**src/rtl/ascii_seq_pkg.sv**
```systemverilog
// Shared types and constants for the ASCII sequence sender.
// ASCII_CRLF_EN adds the CR and LF states and the byte selector.
package ascii_seq_pkg;

`ifdef ASCII_CRLF_EN
  typedef enum logic [2:0] {
    S_IDLE,
    S_LOAD,
    S_WAIT_DONE,
    S_GAP,
    S_CR,
    S_LF
  } state_t;

  typedef enum logic [1:0] {
    SEL_CHAR,
    SEL_CR,
    SEL_LF
  } byte_sel_t;
`else
  typedef enum logic [2:0] {
    S_IDLE,
    S_LOAD,
    S_WAIT_DONE,
    S_GAP
  } state_t;
`endif

  localparam logic [7:0] ASCII_CR = 8'h0D;
  localparam logic [7:0] ASCII_LF = 8'h0A;

  localparam logic MODE_STEP  = 1'b0;
  localparam logic MODE_BURST = 1'b1;

  function automatic logic [7:0] next_char(
    input logic [7:0] p,
    input logic [7:0] first,
    input logic [7:0] last
  );
    return (p == last) ? first : p + 8'd1;
  endfunction

endpackage

```
**src/rtl/ascii_seq_sender_if.sv**
```systemverilog
// Trigger side and UART side signals of the sequence sender.
// master is the sender, slave is the button/UART environment.
interface ascii_seq_sender_if;
  logic       btn;
  logic       mode;
  logic       abort;
  logic       tx_done;
  logic       start;
  logic [7:0] tx_data;
  logic       busy;

  modport master (
    input  btn,
    input  mode,
    input  abort,
    input  tx_done,
    output start,
    output tx_data,
    output busy
  );

  modport slave (
    output btn,
    output mode,
    output abort,
    output tx_done,
    input  start,
    input  tx_data,
    input  busy
  );
endinterface

```
**src/rtl/ascii_gap_timer.sv**
```systemverilog
// Loadable down-counter timing the pause between bytes.
// expired is high while enabled and the count has reached zero.
module ascii_gap_timer #(
  parameter int               GAP_W    = 16,
  parameter logic [GAP_W-1:0] LOAD_VAL = '0
) (
  input  logic clk,
  input  logic reset,
  input  logic load,
  input  logic en,
  output logic expired
);

  logic [GAP_W-1:0] cnt_q;

  // load wins over counting; count stops at zero
  always_ff @(posedge clk) begin
    if (reset) begin
      cnt_q <= '0;
    end else if (load) begin
      cnt_q <= LOAD_VAL;
    end else if (en && cnt_q != '0) begin
      cnt_q <= cnt_q - 1'b1;
    end
  end

  assign expired = en && (cnt_q == '0);

endmodule

```
**src/rtl/ascii_seq_sender.sv**
```systemverilog
// STEP/BURST ASCII range generator feeding a UART start/tx_done handshake.
// Define ASCII_CRLF_EN to append CR LF after every completed sequence.
module ascii_seq_sender
  import ascii_seq_pkg::*;
#(
  parameter logic [7:0] CHAR_FIRST = 8'h30,
  parameter logic [7:0] CHAR_LAST  = 8'h7A,
  parameter int         GAP_CYCLES = 0,
  parameter int         GAP_W      = 16
) (
  input logic               clk,
  input logic               reset,
  ascii_seq_sender_if.master bus
);

  if (CHAR_LAST < CHAR_FIRST) begin : g_bad_range
    $error("ascii_seq_sender: CHAR_LAST below CHAR_FIRST");
  end

  if (GAP_W < 31 && GAP_CYCLES >= (1 << GAP_W)) begin : g_bad_gap
    $error("ascii_seq_sender: GAP_CYCLES does not fit GAP_W");
  end

  // LOAD itself is one idle cycle, so GAP holds GAP_CYCLES-1 cycles
  localparam logic [GAP_W-1:0] GAP_LOAD =
    (GAP_CYCLES > 1) ? GAP_W'(GAP_CYCLES - 2) : '0;

  state_t     state_q, state_n;
  logic       mode_q, mode_n;
  logic [7:0] ptr_q, ptr_n;
  logic [7:0] data_q, data_n;
  logic       start_q, start_n;
  logic       busy_q, busy_n;
  logic       gap_load;
  logic       gap_en;
  logic       gap_expired;
  logic       seq_end;

`ifdef ASCII_CRLF_EN
  byte_sel_t  sel_q, sel_n;
`endif

  ascii_gap_timer #(
    .GAP_W    (GAP_W),
    .LOAD_VAL (GAP_LOAD)
  ) u_gap (
    .clk     (clk),
    .reset   (reset),
    .load    (gap_load),
    .en      (gap_en),
    .expired (gap_expired)
  );

  assign gap_load = (state_q == S_WAIT_DONE) && bus.tx_done;
  assign gap_en   = (state_q == S_GAP);

  assign seq_end = (mode_q == MODE_STEP) ||
                   (ptr_q == CHAR_LAST) ||
                   bus.abort;

  // next-state and next-output decode
  always_comb begin
    state_n = state_q;
    mode_n  = mode_q;
    ptr_n   = ptr_q;
    data_n  = data_q;
    start_n = 1'b0;
`ifdef ASCII_CRLF_EN
    sel_n   = sel_q;
`endif
    unique case (state_q)
      S_IDLE: begin
        if (bus.btn) begin
          mode_n  = bus.mode;
          state_n = S_LOAD;
        end
      end
      S_LOAD: begin
        data_n  = ptr_q;
        start_n = 1'b1;
        state_n = S_WAIT_DONE;
      end
      S_WAIT_DONE: begin
        if (bus.tx_done) begin
`ifdef ASCII_CRLF_EN
          unique case (sel_q)
            SEL_CHAR: begin
              ptr_n   = next_char(ptr_q, CHAR_FIRST, CHAR_LAST);
              sel_n   = seq_end ? SEL_CR : SEL_CHAR;
              state_n = S_GAP;
            end
            SEL_CR: begin
              sel_n   = SEL_LF;
              state_n = S_GAP;
            end
            default: begin
              sel_n   = SEL_CHAR;
              state_n = S_IDLE;
            end
          endcase
`else
          ptr_n   = next_char(ptr_q, CHAR_FIRST, CHAR_LAST);
          state_n = seq_end ? S_IDLE : S_GAP;
`endif
        end
      end
      S_GAP: begin
        if (gap_expired) begin
`ifdef ASCII_CRLF_EN
          unique case (sel_q)
            SEL_CR:  state_n = S_CR;
            SEL_LF:  state_n = S_LF;
            default: state_n = S_LOAD;
          endcase
`else
          state_n = S_LOAD;
`endif
        end
      end
`ifdef ASCII_CRLF_EN
      S_CR: begin
        data_n  = ASCII_CR;
        start_n = 1'b1;
        state_n = S_WAIT_DONE;
      end
      S_LF: begin
        data_n  = ASCII_LF;
        start_n = 1'b1;
        state_n = S_WAIT_DONE;
      end
`endif
      default: begin
        state_n = S_IDLE;
      end
    endcase
    busy_n = (state_n != S_IDLE);
  end

  // state and registered outputs
  always_ff @(posedge clk) begin
    if (reset) begin
      state_q <= S_IDLE;
      mode_q  <= MODE_STEP;
      ptr_q   <= CHAR_FIRST;
      data_q  <= CHAR_FIRST;
      start_q <= 1'b0;
      busy_q  <= 1'b0;
`ifdef ASCII_CRLF_EN
      sel_q   <= SEL_CHAR;
`endif
    end else begin
      state_q <= state_n;
      mode_q  <= mode_n;
      ptr_q   <= ptr_n;
      data_q  <= data_n;
      start_q <= start_n;
      busy_q  <= busy_n;
`ifdef ASCII_CRLF_EN
      sel_q   <= sel_n;
`endif
    end
  end

  assign bus.start   = start_q;
  assign bus.tx_data = data_q;
  assign bus.busy    = busy_q;

endmodule
```
**src/flat_wrapper.sv**
```systemverilog
// flat-port wrapper written by rule: the top's interface ports become plain ports
module ascii_seq_sender_flat import ascii_seq_pkg::*;
#(
  parameter logic [7:0] CHAR_FIRST = 8'h30,
  parameter logic [7:0] CHAR_LAST  = 8'h7A,
  parameter int         GAP_CYCLES = 0,
  parameter int         GAP_W      = 16
)
  (clk, reset, bus_btn, bus_mode, bus_abort, bus_tx_done, bus_start, bus_tx_data, bus_busy);
  ascii_seq_sender_if bus_i ();
  input logic clk;
  input logic reset;
  input wire logic [$bits(bus_i.btn)-1:0] bus_btn;
  input wire logic [$bits(bus_i.mode)-1:0] bus_mode;
  input wire logic [$bits(bus_i.abort)-1:0] bus_abort;
  input wire logic [$bits(bus_i.tx_done)-1:0] bus_tx_done;
  output wire logic [$bits(bus_i.start)-1:0] bus_start;
  output wire logic [$bits(bus_i.tx_data)-1:0] bus_tx_data;
  output wire logic [$bits(bus_i.busy)-1:0] bus_busy;
  assign bus_i.btn = bus_btn;
  assign bus_i.mode = bus_mode;
  assign bus_i.abort = bus_abort;
  assign bus_i.tx_done = bus_tx_done;
  assign bus_start = bus_i.start;
  assign bus_tx_data = bus_i.tx_data;
  assign bus_busy = bus_i.busy;
  ascii_seq_sender #(.CHAR_FIRST(CHAR_FIRST), .CHAR_LAST(CHAR_LAST), .GAP_CYCLES(GAP_CYCLES), .GAP_W(GAP_W)) u_core (.clk(clk), .reset(reset), .bus(bus_i));
endmodule
```
**config.mk**
```make
export PLATFORM = sky130hd
export DESIGN_NAME = ascii_seq_sender_flat
export DESIGN_NICKNAME = d
export VERILOG_FILES = /design/src/rtl/ascii_seq_pkg.sv /design/src/rtl/ascii_seq_sender_if.sv /design/src/rtl/ascii_gap_timer.sv /design/src/rtl/ascii_seq_sender.sv /design/src/flat_wrapper.sv
export SDC_FILE = /design/constraint.sdc
export NUM_CORES = 1
export LEC_CHECK = 0
export CAP_MARGIN = 30
export CORE_MARGIN = 2
export CORE_UTILIZATION = 40
export DETAILED_ROUTE_END_ITERATION = 12
export GPL_TIMING_DRIVEN = 0
export PLACE_DENSITY = 0.58
export RECOVER_POWER = 100
export SYNTH_ARGS = -nofsm -noshare
export SYNTH_HDL_FRONTEND = slang
export SYNTH_SLANG_ARGS = --single-unit
```
**constraint.sdc**
```tcl
create_clock -name clk -period 2.3 [get_ports clk]
set_input_delay 0.69 -clock clk [delete_from_list [all_inputs] [get_ports clk]]
set_output_delay 0.69 -clock clk [all_outputs]
set_load 0.05 [all_outputs]
```
==> summary.md, run 1 <==
| Metric | Value |
|---|---|
| Outcome | completed |
| Worst hold slack | 455 ps |
| CTS clk-pin slew, worst paths | 80 ps |
| Routed len/inst | 13.1 µm |
| Critical-path top delay cell | dlygate4sd3_1 |
| Post-layout min period | 2190 ps |
| RSZ-0062 raised after global routing | false |
| Startpoint Class | register |
| TritonCTS clock tree | done |
| # H-tree levels | 2 |
| Area leader, netlist | dfxtp_1 |
| Unique masters post-synth | 42 |
| Ys flop type | dfxtp_1 |
| Chip Width | 70.8 µm |
| Post-Syn Area | 0.00179 mm² |
| Area Growth Syn to Fin | 18.6% |
| Skew final | 3.08 ps |
| Post-synthesis average cell area | 8.47 µm² |
| Drc violations | 0 |
| Largest net degree at the start of global routing | 13 |
| Antenna violations before repair | 0 |
| Worst-Skew Late Latency | 290 ps |
| Top cells by area, synth | dfxtp_1 (43%), nand2_1 (6.1%), a21oi_1 (5.9%) |
| Setup violators final | 0 |
| Die height | 70.8 µm |
| Hold_buf cts | 0 |
| GRT Util Overall | 16.6% |
| WP buf/inv | 1 |
| Hold WC Path Type | reg -> reg |
| Final hold violation count | 0 |
| P_leak | 0.760 nW |
| Clock tree buffer depth | 2 |
| ANT cells | 0 |
| Max FO, Critical Path | 2 |
| Fin crit share | 95.4% |
| DP HPWL | 2690 µm |
| FILL cells | 434 |
| Synth Register Bits | 38 |
| Ys async rst share | 0% |
| First drt pass iteration count | 4 |
| Via count | 1,524 |
| Worst r2r src | u_core.u_gap.cnt_q[5]$_SDFFE_PP0P_ |
| Setup crit end kind | primary output |
| Die Area | 0.00502 mm² |
| Top cells by count, synth | dfxtp_1 (38), nand2_1 (29), a21oi_1 (21) |
| Reg-to-reg slack, setup | 130 ps |
| Std-Cell Core Area | 0.00432 mm² |
| Register area share after synthesis | 42.6% |
| Synth top area share | 42.6% |
| Port bufs | 15 |
| Worst EP arrival | 1500 ps |
| Min-delay src | u_core.bus.tx_data[7]$_SDFFE_PP0P_ |
| Fraction of layout cells with a size suffix above 1 | 10.2% |
| IR Drop Worst-Case VDD | 284 µV |
| Cell family with most CP delay | buffers and inverters |
| First-pass GRT wire length | 6670 µm |
| Sequential cell area | 761 µm² |
| Rel. slew slack | 64.5% |
| Critical path cell sequence | dlygate4sd3_1 |
| Initial core utilization | 41.3% |
| Site Rows | 24 |
| Fin nets | 245 |
| Most numerous cell in the Yosys netlist | dfxtp_1 |
| Post-Synthesis Cells | 211 |
| R2r endpoint | u_core.u_gap.cnt_q[15]$_SDFFE_PP0P_ |
| Grt ovf | 0 |
| Vias/cell | 5.29 |
| Measured slew at the worst slew-check pin | 529 ps |
| Multi-input logic area | 977 µm² |
| I/O pin total | 16 |
| FF-to-FF path depth | 5 |
| CP Depth | 1 |
| Post-synth EDFFs | 0 |
| Num CTS Buffers | 5 |
| Post-route ant nets | 0 |
| Sink Count | 38 |
| Synth Net Count | 221 |
| Critical path origin | u_core.bus.tx_data[4]$_SDFFE_PP1P_ |
| Gp weighted congestion | 0.756 |
| Worst EP required | 1610 ps |
| Crit path capture | bus_tx_data[4] |
| Vias in the first global route | 1,435 |
| Pwr Density | 572 mW/mm² |
| Synth warn | 0 |
| Iter 0 DRT Violations | 58 |
| Drt total wl | 3760 µm |
| MaxCap Viol Count | 0 |
| Clock root cell | clkbuf_8 |
| Max Slew Vio Count | 0 |
| Setup CP Type | reg -> out |
| Fmax | 456 MHz |
| Tot Pwr | 1.21 mW |
| TNS Setup | 0 ps |
| Crit path largest cell delay | 880 ps |
-- where the power goes --
group / total (mW) / switching (mW) / internal [mW]
combinational: 0.0586 / 0.0361 / 0.0225
sequential: 0.665 / 0.00239 / 0.662
clock: 0.489 / 0.248 / 0.241
total: 1.21 / 0.286 / 0.926
-- through the flow --
stage	instances	util, %	area (µm²)	worst slack [ps]
after CTS	286	48.5	2100	71.9
after global placement	278	46.3	2000	-77.8
after floorplan	211	-	1790	245
after detailed placement	278	46.3	2000	-112
final	288	49.0	2120	107
after global routing	288	49.0	2120	34.2
-- sequential cells by signal, indices dropped and copies added, names as in the netlist --
register / cells
u_core.state_q: 3
u_core.ptr_q: 8
u_core.bus.start: 1
u_core.bus.tx_data: 8
u_core.u_gap.cnt_q: 16
u_core.mode_q: 1
u_core.bus.busy: 1
-- cell type report --
class / instances / area share, %
Multi-Input combinational cell: 159 / 46.1
Clock inverter: 2 / 0.591
Sequential cell: 38 / 35.9
Buffer: 11 / 2.07
Tap cell: 52 / 3.07
Inverter: 3 / 0.532
Timing Repair Buffer: 17 / 7.80
Clock buffer: 6 / 3.90
-- cells by family after synthesis --
logic type	count (synthesis)	synth area share, %
adders and majority gates	4	2.80
AOI/OAI and AO/OA	43	14.1
xor gates and xnor gates	5	2.45
DFF	38	42.6
and+or+nand+nor	101	32.0
buffers and inverters	14	3.08
other	1	0.210
muxes	5	2.80
-- how the worst min path moves through the flow --
stage / endpoint / slack, ps / cells past startpoint
floorplan: u_core.u_gap.cnt_q[4]$_SDFFE_PP0P_ / 440 / 2
global placement: u_core.bus.tx_data[7]$_SDFFE_PP0P_ / 450 / 2
detailed placement: u_core.bus.tx_data[7]$_SDFFE_PP0P_ / 450 / 2
CTS: u_core.bus.tx_data[7]$_SDFFE_PP0P_ / 460 / 2
global route: u_core.bus.tx_data[7]$_SDFFE_PP0P_ / 470 / 2
finish: u_core.bus.tx_data[7]$_SDFFE_PP0P_ / 460 / 2
-- layer usage --
layer  GRT usage, %  vias up  part of all wire (%)
met2           26.6       16                    47
met3           3.42        7                   2.2
li1               -      812                     -
met4           6.29        0                   1.6
met1           22.2      689                    49
met5              0        -                     0
-- cell usage in the layout (no fill, tap or decap), drive strengths merged, types with 3 or more instances in the layout --
cell type and n:
dfxtp 38, nand2 29, a21oi 21, clkbuf 16, dlygate4sd3 12, nor2 11, or3 11, or4 9
o21ai 8, nor3 7, o31ai 6, nand2b 5, mux2i 5, or2 4, nand4 4, ha 4
inv 3, nand3b 3, nand3 3, xor2 3, clkdlybuf4s50 3, buf 3
-- timing repair --
item	CTS	global route
buffers inserted	0	2
setup endpoints to repair	0	9
gates resized for setup	0	2
Power figures use the tool's default switching activity.
==> inputs of run 2 (changes only) <==
--- a/config.mk
+++ b/config.mk
@@ -10,7 +10,7 @@
 export CORE_UTILIZATION = 40
 export DETAILED_ROUTE_END_ITERATION = 12
 export GPL_TIMING_DRIVEN = 0
-export PLACE_DENSITY = 0.58
+export PLACE_DENSITY = 0.57
 export RECOVER_POWER = 100
 export SYNTH_ARGS = -nofsm -noshare
 export SYNTH_HDL_FRONTEND = slang
==> run 2 against run 1 <==
  * Clock-buffer cell count is the same
  * Sequential share of layout area is the same
  * Register-to-register slack lost 20 ps
  * Fmax shrank 0.52%
  * Critical path depth is the same
  * Routed wire length grew 3.2%
  * Via count grew 1.2%
  * Non-clock buffer count is the same
  * Utilization is the same
  * Final area is the same
  * Worst hold slack gained 2.7 ps
  * Combinational power is essentially flat
  * Largest cell class unchanged
  * Largest power group unchanged
  * Highest routed layer unchanged
==> summary.md, run 2 (synthesis gave the netlist of run 1 again) <==
| Metric | Value |
|---|---|
| Fin nets | 245 |
| Drc violations | 0 |
| Clock tree buffer depth | 2 |
| Chip Width | 70.8 µm |
| Post-layout min period | 2200 ps |
| IR Drop Worst-Case VDD | 262 µV |
| I/O pin total | 16 |
| Grt ovf | 0 |
| WP buf/inv | 1 |
| Worst EP arrival | 1510 ps |
| Outcome | completed |
| Cell family with most CP delay | buffers and inverters |
| MaxCap Viol Count | 0 |
| Placed cells | 278 |
| Setup violators final | 0 |
| Via count | 1,543 |
| ANT cells | 0 |
| RSZ-0062 raised after global routing | false |
| Vias/cell | 5.36 |
| Clock root cell | clkbuf_8 |
| Most common cell after layout, fill and taps aside | dfxtp_1 |
| Setup crit end kind | primary output |
| Antenna violations before repair | 0 |
| Busiest grt layer | met2 |
| Non-filler cells, final | 288 |
| GRT met2 Usage | 27.5% |
| Vias in the first global route | 1,507 |
| Max FFs per register | 16 |
| Critical-path top delay cell | dlygate4sd3_1 |
| Post-route ant nets | 0 |
| Worst-Skew Late Latency | 290 ps |
| Num CTS Buffers | 5 |
| # H-tree levels | 2 |
| FILL cells | 432 |
| Hold WC Path Type | reg -> reg |
| Most flop-heavy register | u_core.u_gap.cnt_q |
| Gp weighted congestion | 0.762 |
| Final hold violation count | 0 |
| DP HPWL | 2710 µm |
| Pwr Density | 572 mW/mm² |
| Commonest non-fill, non-tap cells in the layout | dfxtp_1 (38), nand2_1 (29), a21oi_1 (21) |
| Rel. slew slack | 62.5% |
| Skew final | 7.89 ps |
| Max FO, Critical Path | 2 |
| Port bufs | 15 |
| Setup CP Type | reg -> out |
| Crit path largest cell delay | 880 ps |
| GRT Util Overall | 17.2% |
| Final instance area | 0.00212 mm² |
| TNS Setup | 0 ps |
| DP Area | 0.00200 mm² |
| Fraction of layout cells with a size suffix above 1 | 10.2% |
| Area Growth Syn to Fin | 18.6% |
| Fin crit share | 95.8% |
| Startpoint Class | register |
| P_leak | 0.760 nW |
| CTS clk-pin slew, worst paths | 80 ps |
| Sink Count | 38 |
| Met3 Usage GRT | 4.56% |
| Max Slew Vio Count | 0 |
| Die height | 70.8 µm |
| Worst EP required | 1610 ps |
| Largest net degree at the start of global routing | 13 |
| Site Rows | 24 |
| Iter 0 DRT Violations | 63 |
| Std-Cell Core Area | 0.00432 mm² |
| Critical path cell sequence | dlygate4sd3_1 |
| Initial core utilization | 41.3% |
| First-pass GRT wire length | 6840 µm |
| TritonCTS clock tree | done |
| Routed len/inst | 13.5 µm |
| First drt pass iteration count | 4 |
| Fmax | 454 MHz |
| Die Area | 0.00502 mm² |
| Drt total wl | 3880 µm |
| Measured slew at the worst slew-check pin | 558 ps |
| Met1 Usage GRT | 21.8% |
-- run 2: worst register-to-register path: cells and delay by family, from the launching register on --
kind	cells	cell delay, ps
compound gates	1	150
buf+inv	1	190
flops	1	360
simple gates	3	1430
-- run 2: metrics by stage --
stage	hold slack (ps)	power [mW]	worst slack [ps]	util, %
global placement	448	0.742	-105	46.3
finish	458	1.21	95.5	49.0
detailed placement	451	0.742	-129	46.3
floorplan	443	0.718	245	-
global route	479	1.26	7.72	49.0
CTS	463	1.23	73.3	48.5
-- run 2: final cells by class --
cell class,count,area [µm²],share of cell area [%]
Inverter,3,11.3,0.532
Sequential cell,38,761,35.9
Clock buffer,6,82.6,3.90
Tap cell,52,65.1,3.07
Multi-Input combinational cell,159,977,46.1
Clock inverter,2,12.5,0.591
Timing Repair Buffer,17,165,7.80
Buffer,11,43.8,2.07
-- run 2: what timing repair did --
item,CTS,global route
buffers inserted,0,2
endpoints found under the setup margin,0,9
hold buffers,0,0
resized for setup,0,2
-- run 2: where the power goes --
| part | total, mW | internal [mW] | switching [mW] |
|---|---|---|---|
| registers | 0.665 | 0.662 | 0.00232 |
| clock network | 0.488 | 0.241 | 0.247 |
| logic | 0.0588 | 0.0225 | 0.0364 |
| total | 1.21 | 0.926 | 0.285 |
-- run 2: final timing paths --
path | start | end | slack, ps | cells past startpoint
worst max-delay path | u_core.bus.tx_data[1]$_SDFFE_PP0P_ | bus_tx_data[1] | 100 | 1
worst max register to register | u_core.u_gap.cnt_q[5]$_SDFFE_PP0P_ | u_core.u_gap.cnt_q[13]$_SDFFE_PP0P_ | 110 | 5
worst min register to register | u_core.bus.tx_data[2]$_SDFFE_PP0P_ | u_core.bus.tx_data[2]$_SDFFE_PP0P_ | 460 | 2
worst min-delay path | u_core.bus.tx_data[2]$_SDFFE_PP0P_ | u_core.bus.tx_data[2]$_SDFFE_PP0P_ | 460 | 2
-- run 2: routing by layer --
metal / wire length, µm / vias to the layer above
li1: - / 813
met1: 1850 / 705
met2: 1870 / 18
met3: 104 / 7
met4: 69 / 0
met5: 0 / -
==> inputs of run 3 (changes only) <==
--- a/config.mk
+++ b/config.mk
@@ -6,8 +6,10 @@
 export NUM_CORES = 1
 export LEC_CHECK = 0
 export CAP_MARGIN = 30
+export CORE_ASPECT_RATIO = 1.5
 export CORE_MARGIN = 2
 export CORE_UTILIZATION = 40
+export CTS_BUF_LIST = sky130_fd_sc_hd__clkbuf_8
 export DETAILED_ROUTE_END_ITERATION = 12
 export GPL_TIMING_DRIVEN = 0
 export PLACE_DENSITY = 0.57
==> run 3 against run 2 <==
  * Routed wire length grew 6.9%
  * Worst hold slack improved by 0.91 ps
  * Die area is 0.22% higher
  * Worst setup slack got worse by 3.1 ps
  * Clock power shrank 9.8%
  * Combinational power grew 3.4%
  * Clock skew decreased by 2.1 ps
  * Power fell by 3.8%
  * Final area shrank 1.5%
==> summary.md, run 3 (synthesis gave the netlist of run 1 again) <==
| Metric | Value |
|---|---|
| Worst setup margin | 92.4 ps |
| R2r endpoint | u_core.u_gap.cnt_q[13]$_SDFFE_PP0P_ |
| CP Depth | 5 |
| Port bufs | 15 |
| Max FFs per register | 16 |
| Largest net degree at the start of global routing | 12 |
| Pwr Density | 558 mW/mm² |
| ANT cells | 0 |
| # H-tree levels | 2 |
| Measured slew at the worst slew-check pin | 630 ps |
| Critical path origin | u_core.u_gap.cnt_q[5]$_SDFFE_PP0P_ |
| Crit path largest cell delay | 570 ps |
| Via count | 1,648 |
| Sequential cell area | 761 µm² |
| Num CTS Buffers | 5 |
| Pre-CTS setup slack | -112 ps |
| FF-to-FF path depth | 5 |
| Cell family with most CP delay | simple AND/OR/NAND/NOR gates |
| Post-layout min period | 2210 ps |
| Initial core utilization | 42.1% |
| Setup violators final | 0 |
| I/O pin total | 16 |
| First drt pass iteration count | 4 |
| MaxCap Viol Count | 0 |
| Grt ovf | 0 |
| Fraction of layout cells with a size suffix above 1 | 9.40% |
| Clock root cell | clkbuf_8 |
| P_leak | 0.730 nW |
| Std-Cell Core Area | 0.00425 mm² |
| CTS clk-pin slew, worst paths | 80 ps |
| Hold WC Path Type | reg -> reg |
| Worst EP required | 2520 ps |
| Worst EP arrival | 2430 ps |
| Routed len/inst | 14.8 µm |
| Final core occ | 49.2% |
| Rel. slew slack | 56.9% |
| IR Drop Worst-Case VDD | 455 µV |
| TNS Setup | 0 ps |
| Clock tree buffer depth | 2 |
| Fmax | 453 MHz |
| Max Slew Vio Count | 0 |
| Commonest non-fill, non-tap cells in the layout | dfxtp_1 (38), nand2_1 (29), a21oi_1 (21) |
| Iter 0 DRT Violations | 92 |
| Setup crit end kind | register |
| FILL cells | 435 |
| RSZ-0062 raised after global routing | false |
| Drt total wl | 4150 µm |
| WP buf/inv | 1 |
| First-pass GRT wire length | 7230 µm |
| GRT Util Overall | 18.3% |
| Outcome | completed |
| Gp weighted congestion | 0.834 |
| Final hold violation count | 0 |
| Site Rows | 29 |
| Startpoint Class | register |
| Skew final | 5.82 ps |
| Area Growth Syn to Fin | 16.8% |
| Critical path cell sequence | or4_4, or3_1, buf_2, or4_1, a21oi_1 |
| Sink Count | 38 |
| Worst r2r src | u_core.u_gap.cnt_q[5]$_SDFFE_PP0P_ |
| Drc violations | 0 |
| Fin nets | 244 |
| DP Area | 0.00199 mm² |
| Critical-path top delay cell | or4_4 |
| Reg-to-reg slack, setup | 90 ps |
| Final instance area | 0.00209 mm² |
| Antenna violations before repair | 0 |
| Crit path capture | u_core.u_gap.cnt_q[13]$_SDFFE_PP0P_ |
| Max FO, Critical Path | 10 |
| Most flop-heavy register | u_core.u_gap.cnt_q |
| Worst-Skew Late Latency | 290 ps |
| DP HPWL | 3040 µm |
| Most common cell after layout, fill and taps aside | dfxtp_1 |
| Setup CP Type | reg -> reg |
| Post-route ant nets | 0 |
| Die height | 85.9 µm |
| TritonCTS clock tree | done |
| Chip Width | 58.6 µm |
| Vias in the first global route | 1,587 |
| Die Area | 0.00503 mm² |
| Multi-input logic area | 977 µm² |
| Fin crit share | 96.0% |
| Vias/cell | 5.89 |
[run 3: worst min path at each step]
| stage | startpoint | end | cells past startpoint |
|---|---|---|---|
| after floorplan | u_core.u_gap.cnt_q[4]$_SDFFE_PP0P_ | u_core.u_gap.cnt_q[4]$_SDFFE_PP0P_ | 2 |
| after global placement | u_core.bus.tx_data[1]$_SDFFE_PP0P_ | u_core.bus.tx_data[1]$_SDFFE_PP0P_ | 2 |
| after detailed placement | u_core.bus.tx_data[6]$_SDFFE_PP0P_ | u_core.bus.tx_data[6]$_SDFFE_PP0P_ | 2 |
| after CTS | u_core.bus.tx_data[6]$_SDFFE_PP0P_ | u_core.bus.tx_data[6]$_SDFFE_PP0P_ | 2 |
| after global routing | u_core.bus.tx_data[6]$_SDFFE_PP0P_ | u_core.bus.tx_data[6]$_SDFFE_PP0P_ | 2 |
| final | u_core.bus.tx_data[6]$_SDFFE_PP0P_ | u_core.bus.tx_data[6]$_SDFFE_PP0P_ | 2 |
[run 3: repair_timing]
item                                    4_1_cts  5_1_grt
resized for setup                             1        1
buffers inserted                              0        1
pin swaps                                     0        1
endpoints found under the setup margin        1        6
hold buffers                                  0        0
hold endpoints to repair                      0        0
[run 3: area by class of cell]
class	count	area share, %
clock buffer	5	3.30
timing repair buffer	16	7.55
sequential	38	36.5
tap	46	2.76
inverter	3	0.540
multi-input combinational	159	46.8
buffer	11	2.10
clock inverter	2	0.480
[run 3: report_power, final]
| group | internal (mW) | switching [mW] |
|---|---|---|
| clock | 0.204 | 0.236 |
| combinational | 0.0239 | 0.0368 |
| sequential | 0.662 | 0.00249 |
| total | 0.890 | 0.275 |
[run 3: through the flow]
stage	instances	hold WS [ps]	power (mW)
5_1_grt	280	490	1.22
3_5_place_dp	272	450	0.741
3_3_place_gp	272	445	0.740
6_report	280	459	1.17
4_1_cts	279	460	1.18
2_1_floorplan	211	443	0.718
[run 3: worst min-delay path: cells and delay by family, from the launching register on]
kind	cells	cell delay, ps
compound gates	1	50
simple gates	1	50
flops	1	310
[run 3: layer usage]
| layer | GRT usage [%] | vias to the layer above | wire length (µm) |
|---|---|---|---|
| li1 | - | 809 | - |
| met1 | 21.4 | 783 | 1680 |
| met2 | 30.7 | 42 | 2170 |
| met3 | 4.07 | 14 | 144 |
| met4 | 9.30 | 0 | 152 |
| met5 | 0 | - | 0 |
